File: src/rtl/instr_fetch_responder.sv
// Instruction-fetch responder: valid/ready request in, registered 32-bit instruction out after a
// programmable wait, backed by a small word-addressed store with its own write port.
module instr_fetch_responder #(
  parameter int unsigned ADDR_W      = 4,
  parameter int unsigned DATA_W      = 32,
  parameter int unsigned MEM_WORDS   = 4,
  parameter int unsigned WAIT_CYCLES = 1
) (
  input  logic              clk,
  input  logic              reset_n,
  input  logic              req_valid,
  input  logic [ADDR_W-1:0] req_addr,
  output logic              req_ready,
  output logic              rsp_valid,
  output logic [DATA_W-1:0] rsp_data,
  output logic              rsp_err,
  input  logic              rsp_ready,
  input  logic              wr_en,
  input  logic [ADDR_W-1:0] wr_addr,
  input  logic [DATA_W-1:0] wr_data,
  output logic              busy,
  output logic [7:0]        fetch_count
);

  typedef enum logic [1:0] {StIdle, StWait, StResp} state_e;

  state_e            state_q, state_d;
  logic [ADDR_W-1:0] addr_q, addr_d;
  logic [3:0]        cnt_q, cnt_d;
  logic [DATA_W-1:0] data_q, data_d;
  logic              err_q, err_d;
  logic [7:0]        fcnt_q, fcnt_d;
  logic [DATA_W-1:0] mem_q [MEM_WORDS];
  logic [DATA_W-1:0] mem_d [MEM_WORDS];

  logic [ADDR_W-1:0] lk_addr;
  logic [31:0]       lk_idx;
  logic              lk_err;
  logic [DATA_W-1:0] lk_word;
  logic [31:0]       wr_idx;
  logic              wr_ok;
  logic              enter_resp;

  // With no wait state the lookup happens on the accept edge, so use the live request address.
  assign lk_addr = (state_q == StIdle) ? req_addr : addr_q;
  assign lk_idx  = 32'(lk_addr >> 2);
  assign lk_err  = (lk_addr[1:0] != 2'b00) || (lk_idx >= MEM_WORDS);

  always_comb begin
    lk_word = '0;
    for (int unsigned i = 0; i < MEM_WORDS; i++) begin
      if (lk_idx == i) lk_word = mem_q[i];
    end
  end

  assign wr_idx = 32'(wr_addr >> 2);
  assign wr_ok  = wr_en && (wr_addr[1:0] == 2'b00) && (wr_idx < MEM_WORDS);

  // Reads above see mem_q, so a same-edge write leaves the response with the old word.
  always_comb begin
    for (int unsigned i = 0; i < MEM_WORDS; i++) begin
      mem_d[i] = mem_q[i];
      if (wr_ok && (wr_idx == i)) mem_d[i] = wr_data;
    end
  end

  always_comb begin
    state_d    = state_q;
    addr_d     = addr_q;
    cnt_d      = cnt_q;
    data_d     = data_q;
    err_d      = err_q;
    fcnt_d     = fcnt_q;
    enter_resp = 1'b0;
    case (state_q)
      StIdle: begin
        if (req_valid) begin
          addr_d = req_addr;
          if (WAIT_CYCLES == 0) begin
            state_d    = StResp;
            enter_resp = 1'b1;
          end else begin
            state_d = StWait;
            cnt_d   = 4'(WAIT_CYCLES);
          end
        end
      end
      StWait: begin
        cnt_d = cnt_q - 4'd1;
        if (cnt_q <= 4'd1) begin
          state_d    = StResp;
          enter_resp = 1'b1;
        end
      end
      StResp: begin
        if (rsp_ready) begin
          state_d = StIdle;
          data_d  = '0;
          err_d   = 1'b0;
          fcnt_d  = fcnt_q + 8'd1;
        end
      end
      default: state_d = StIdle;
    endcase
    if (enter_resp) begin
      err_d  = lk_err;
      data_d = lk_err ? '0 : lk_word;
    end
  end

  always_ff @(posedge clk or negedge reset_n) begin
    if (!reset_n) begin
      state_q <= StIdle;
      addr_q  <= '0;
      cnt_q   <= '0;
      data_q  <= '0;
      err_q   <= 1'b0;
      fcnt_q  <= '0;
      for (int unsigned i = 0; i < MEM_WORDS; i++) mem_q[i] <= '0;
    end else begin
      state_q <= state_d;
      addr_q  <= addr_d;
      cnt_q   <= cnt_d;
      data_q  <= data_d;
      err_q   <= err_d;
      fcnt_q  <= fcnt_d;
      for (int unsigned i = 0; i < MEM_WORDS; i++) mem_q[i] <= mem_d[i];
    end
  end

  assign req_ready   = (state_q == StIdle);
  assign rsp_valid   = (state_q == StResp);
  assign busy        = (state_q != StIdle);
  assign rsp_data    = data_q;
  assign rsp_err     = err_q;
  assign fetch_count = fcnt_q;

endmodule

File: config.mk
export PLATFORM = sky130hd
export DESIGN_NAME = instr_fetch_responder
export DESIGN_NICKNAME = d
export VERILOG_FILES = /design/src/rtl/instr_fetch_responder.sv
export SDC_FILE = /design/constraint.sdc
export NUM_CORES = 1
export LEC_CHECK = 0
export CAP_MARGIN = 30
export CORE_ASPECT_RATIO = 2
export CORE_MARGIN = 4
export CORE_UTILIZATION = 60
export CTS_CLUSTER_SIZE = 8
export DETAILED_ROUTE_END_ITERATION = 10
export DONT_BUFFER_PORTS = 1
export GPL_ROUTABILITY_DRIVEN = 0
export HOLD_SLACK_MARGIN = 0.02
export PLACE_DENSITY = 0.76
export REMOVE_ABC_BUFFERS = 1
export SLEW_MARGIN = 5
export SYNTH_ARGS = -nofsm -noshare
export SYNTH_HDL_FRONTEND = slang
export SYNTH_SLANG_ARGS = --single-unit
File: constraint.sdc
create_clock -name clk -period 2.13 [get_ports clk]
set_input_delay 0.1065 -clock clk [delete_from_list [all_inputs] [get_ports clk]]
set_output_delay 0.1065 -clock clk [all_outputs]
set_load 0.05 [all_outputs]
; Word level (Yosys, flattened, before mapping)
; Index checks and enable logic that the tools add are counted.
[word_totals]
ff_bits = 179
output_inout_bits = 44
word_cells = 67
in_bits = 45
[classes]
order_cmp = 3
n_reduce_logical = 21
n_eq_ne = 11
n_mux = 20
addsub = 2
[ops]
columns = operator, count
row1 = two-way mux 32 bit, 8
row2 = logical NOT 32 bit, 2
row3 = equality test 2 bit (second input constant), 5
row4 = nonzero test 2 bit, 5
row5 = adder 8 x 1 -> 8 bit (second input constant), 1
row6 = two-way mux 4 bit, 2
row7 = case mux 4 bit (2 select lines), 1
row8 = AND reduction 2 bit, 4
row9 = equality test 2 x 1 -> 1 bit (second input constant), 3
row10 = logical AND 1 bit, 6
row11 = two-way mux 2 bit, 3
row12 = case mux 2 bit (3 select lines), 1
row13 = two-way mux 1 bit, 5
row14 = <= comparator 4 x 1 -> 1 bit (second input constant), 1
row15 = logical NOT 2 bit, 2
row16 = inequality test 2 bit (second input constant), 2
row17 = subtractor 4 x 1 -> 4 bit (second input constant), 1
row18 = greater-or-equal comparator 2 x 3 -> 1 bit (second input constant), 1
row19 = < comparator 2 x 3 -> 1 bit (second input constant), 1
row20 = AND reduction 3 bit, 1
row21 = inequality test 2 x 1 -> 1 bit (second input constant), 1
row22 = logical OR 1 bit, 1

; Depth between registers and ports, before layout
[logic_depth]
depth_word = 9
depth_mapped = 7
depth_no_buf = 6

; Worst setup path before layout
; OpenSTA, ideal clock, no wires.
[synth_path]
kind = reg2reg
from = register state_q[0]
to = register data_q[1], in the netlist rsp_data[1]
arrival_time_ns = 1.795
setup_time_ns = 0.130
path_buffers = 2
required_ns = 2.000
period_less_slack_ns = 1.925
stages_incl_launch_ff = 8
path_slack_ns = 0.205
path_cell_list = dfrtp_1 > or2_1 > buf_4 > inv_6 > mux2_4 > buf_2 > a211oi_1 > o32ai_2
[synth_between]
elab_chain_cells = 9
elab_cells_between_ends = 21
classes_between = order compare: 1 / eq/ne: 5 / mux: 8 / reduce/logical: 7
[synth_lines]
columns = item, line
row1 = from (decl), 27  ; state_e state_q, state_d;
row2 = from (signal assigned), 113  ; state_q <= StIdle;
row3 = from (signal assigned), 121  ; state_q <= state_d;
row4 = logical NOT 2 bit *, -
row5 = named net req_ready, 13  ; output logic req_ready,
row6 = two-way mux 4 bit *, 45  ; assign lk_addr = (state_q == StIdle) ? req_addr : addr_q;
row7 = logical NOT 32 bit, 52  ; if (lk_idx == i) lk_word = mem_q[i];
row8 = two-way mux 32 bit (4 in series), 52
row9 = two-way mux 32 bit *, 107  ; data_d = lk_err ? '0 : lk_word;
row10 = two-way mux 32 bit *, 105  ; if (enter_resp) begin
row11 = to (signal assigned), 124  ; data_q <= data_d;
row12 = to (decl), 30  ; logic [DATA_W-1:0] data_q, data_d;
; The timed path passes the listed nets; every way through them passes the cells marked *.
; A chain may end at the register's enable or synchronous reset.

; Worst setup path after layout
[layout_path]
from = register state_q[0]
to = register data_q[6], in the netlist rsp_data[6]
; Same word-level chain as after synthesis.

==> flow_summary.ini <==
[setup_path]
cp_max_fo = 21
cp_data_required_time_ns = 2.43
worstSetupPathType = reg2reg
endpoint_kind = register
cp-start-kind = register
cp.arrival_ns = 2.30
rr_startpoint = state_q[0]$_DFFE_PN0P_
critPathLaunch = state_q[0]$_DFFE_PN0P_
r2r_slack_ns = 0.12

[finish]
fin_area_mm2 = 0.009097
area_growth_pct = 16.09
stdcell_count = 799
drive_gt1_share_pct = 29.37
nNetsFinal = 682
layout_commonest_cell = dfrtp_1
fillers = 826
layout_common_cells = 179 x dfrtp_1, 124 x mux2_2, 38 x dlygate4sd3_1

[placed_design]
dp_hpwl_mm = 11.14
dp.cells = 727
place_ws_ns = 0.1151
place_area_mm2 = 0.008083
portBuffers = 0

[hold_path]
hp-class = in2async

[cts]
ctsHoldBuffers = 38
cts_buffers = 17
cts_tree = done
cts_num_sinks = 179
clockBufferDepth = 2
worstSkewPairLatency_ns = 0.42
htreeDepth = 4
cts_root_buffer = clkbuf_16
clk_pin_slew_ns = 0.07

[floorplanning]
die_h_um = 169.6
design.core.area_mm2 = 0.01270
io_pins = 89
row_count = 58
die_area_mm2 = 0.01506
chipWidth_um = 88.81
start_util_pct = 61.70

[synth]
synth_area_leaders = dfrtp_1 57%, mux2_2 18%, and3_1 2.7%
synth-simple-area-share_pct = 5.844
synth_top_cell_area_share_pct = 57.16
synth_xor_area_share_pct = 0.8941
synth_top_family_by_area = multiplexers
synth_cells = 595
avgSynthCellArea_um2 = 13.17
ys_types = 47
synth_area_leader_cell = dfrtp_1
yosys_warnings = 0
synth-seq-cells = 179
synth_compound_area_share_pct = 11.61
synthMuxAreaShare_pct = 19.69
synthArstFlopShare_pct = 100.0
synth_edf_count = 0
synth_ff_type = dfrtp_1
syn_area_mm2 = 0.007836
synth_adder_area_share_pct = 0.4790
yosysSeqAreaShare_pct = 57.16

[timing]
fmaxAchievable_ghz = 0.4979
min_period_ns = 2.008
tns_ns = 0
hold_violations = 179
post-route-period-util_pct = 94.29
slew_headroom_pct = 60.34
skew_ns = 0.008474
hold_ws_ns = -0.6192
timing.final.ws_setup_ns = 0.1216
setup_viol = 0
worst_slew_pin_slew_ns = 0.5949
maxSlewViolCount = 0

[detailed_routing]
drc_errors = 0
routed_wl_mm = 18.16
vias_per_cell = 6.501
final_antenna_net_count = 0
wire_per_inst_um = 22.72
drtIter0Drc = 265
vias = 5194
first_pass_iters = 4

[grt]
grt_pass1_vias = 5704
grt_usage_pct = 25.33
grt_overflow = 0
antenna_found_initial = 2
grt_pass1_wl_mm = 29.04
grt_max_degree = 180

[run]
drv_cap = 0

[outcome]
violations = hold timing
outcome = complete, but fails checks

[power]
p_leak_nw = 3.996
ir_drop_mv = 1.118
powerDensity_mw_per_mm2 = 1384
final timing paths:
kind	end	cells past startpoint
hold reg to reg	mem_q[81]$_DFFE_PN0P_	1
setup reg to reg	rsp_data[6]$_DFFE_PN0P_	5
setup / recovery	rsp_data[6]$_DFFE_PN0P_	5
min in group clk	state_q[0]$_DFFE_PN0P_	2
max in group asynchronous	mem_q[14]$_DFFE_PN0P_	0
hold / removal	rsp_data[6]$_DFFE_PN0P_	0
layout make-up:
class | instances | area (um^2) | share of cell area, %
multi-input cells | 339 | 3062 | 33.65
clock buffers | 18 | 429.2 | 4.717
well taps | 150 | 187.7 | 2.063
clock inverters | 14 | 175.2 | 1.925
inverters | 36 | 140.1 | 1.540
diodes | 2 | 5.005 | 0.05501
repair buffers | 61 | 619.3 | 6.808
flip-flops and latches | 179 | 4479 | 49.24
logic make-up after synthesis:
family                   after synthesis
flip-flops                           179
multiplexers                         137
AND/OR/NAND/NOR                       74
buffers and inverters                 77
XOR/XNOR                               8
AO/OA/AOI/OAI                        117
adder cells (fa/ha/maj)                3
Yosys cell counts, types with 2 or more instances:
cell       number
a211oi_1       21
a21boi_0       11
a21oi_1         2
a22oi_1        11
and3_1         34
buf_1           2
buf_2          21
buf_6           2
clkbuf_1       15
dfrtp_1       179
ha_1            3
inv_1          35
mux2_1          9
mux2_2        124
mux2i_1         3
nand2_1        11
nand2b_1        3
nand3_1         6
nand3b_1        2
nand4_1         2
nor2_1          3
nor2b_1         2
o2111ai_1      11
o21ai_0         4
o221ai_1       11
o22ai_1        21
o32ai_1        20
or4_1           2
xnor2_1         6
xor2_1          2
what timing repair did:
action / 4_1_cts / 5_1_grt
setup buffers: 0 / 0
setup endpoints to repair: 0 / 16
hold endpoints to repair: 316 / 179
resized for setup: 0 / 4
critical path, cell delays in order (launching register included):
cell	delay [ns]
dfrtp_1	0.47
or2_1	0.36
inv_6	0.20
mux2_4	0.44
a211oi_1	0.29
o32ai_1	0.12
stage by stage:
step | total power [mW] | utilization, %
after global routing | 13.19 | 71.64
after floorplan | 8.010 | -
final | 12.59 | 71.64
after global placement | 9.123 | 63.65
after detailed placement | 9.342 | 63.65
after CTS | 12.60 | 71.40
sequential cells by signal (all words and copies together) (netlist names):
name	flops
addr_q	4
rsp_err	1
cnt_q	4
state_q	2
fetch_count	8
rsp_data	32
mem_q	128
routing by layer:
layer / share of wire [%] / track usage [%] / vias up
li1: - / - / 2292
met1: 37 / 28.85 / 2691
met2: 55 / 44.14 / 168
met3: 5.4 / 5.977 / 43
met4: 2.9 / 10.99 / 0
met5: 0 / 0 / -
power by group:
group	total, mW	internal, mW	switching [mW]
logic	3.70	1.58	2.12
registers	5.73	4.29	1.44
clock network	3.16	1.86	1.30
(Power assumes the default switching activity.)
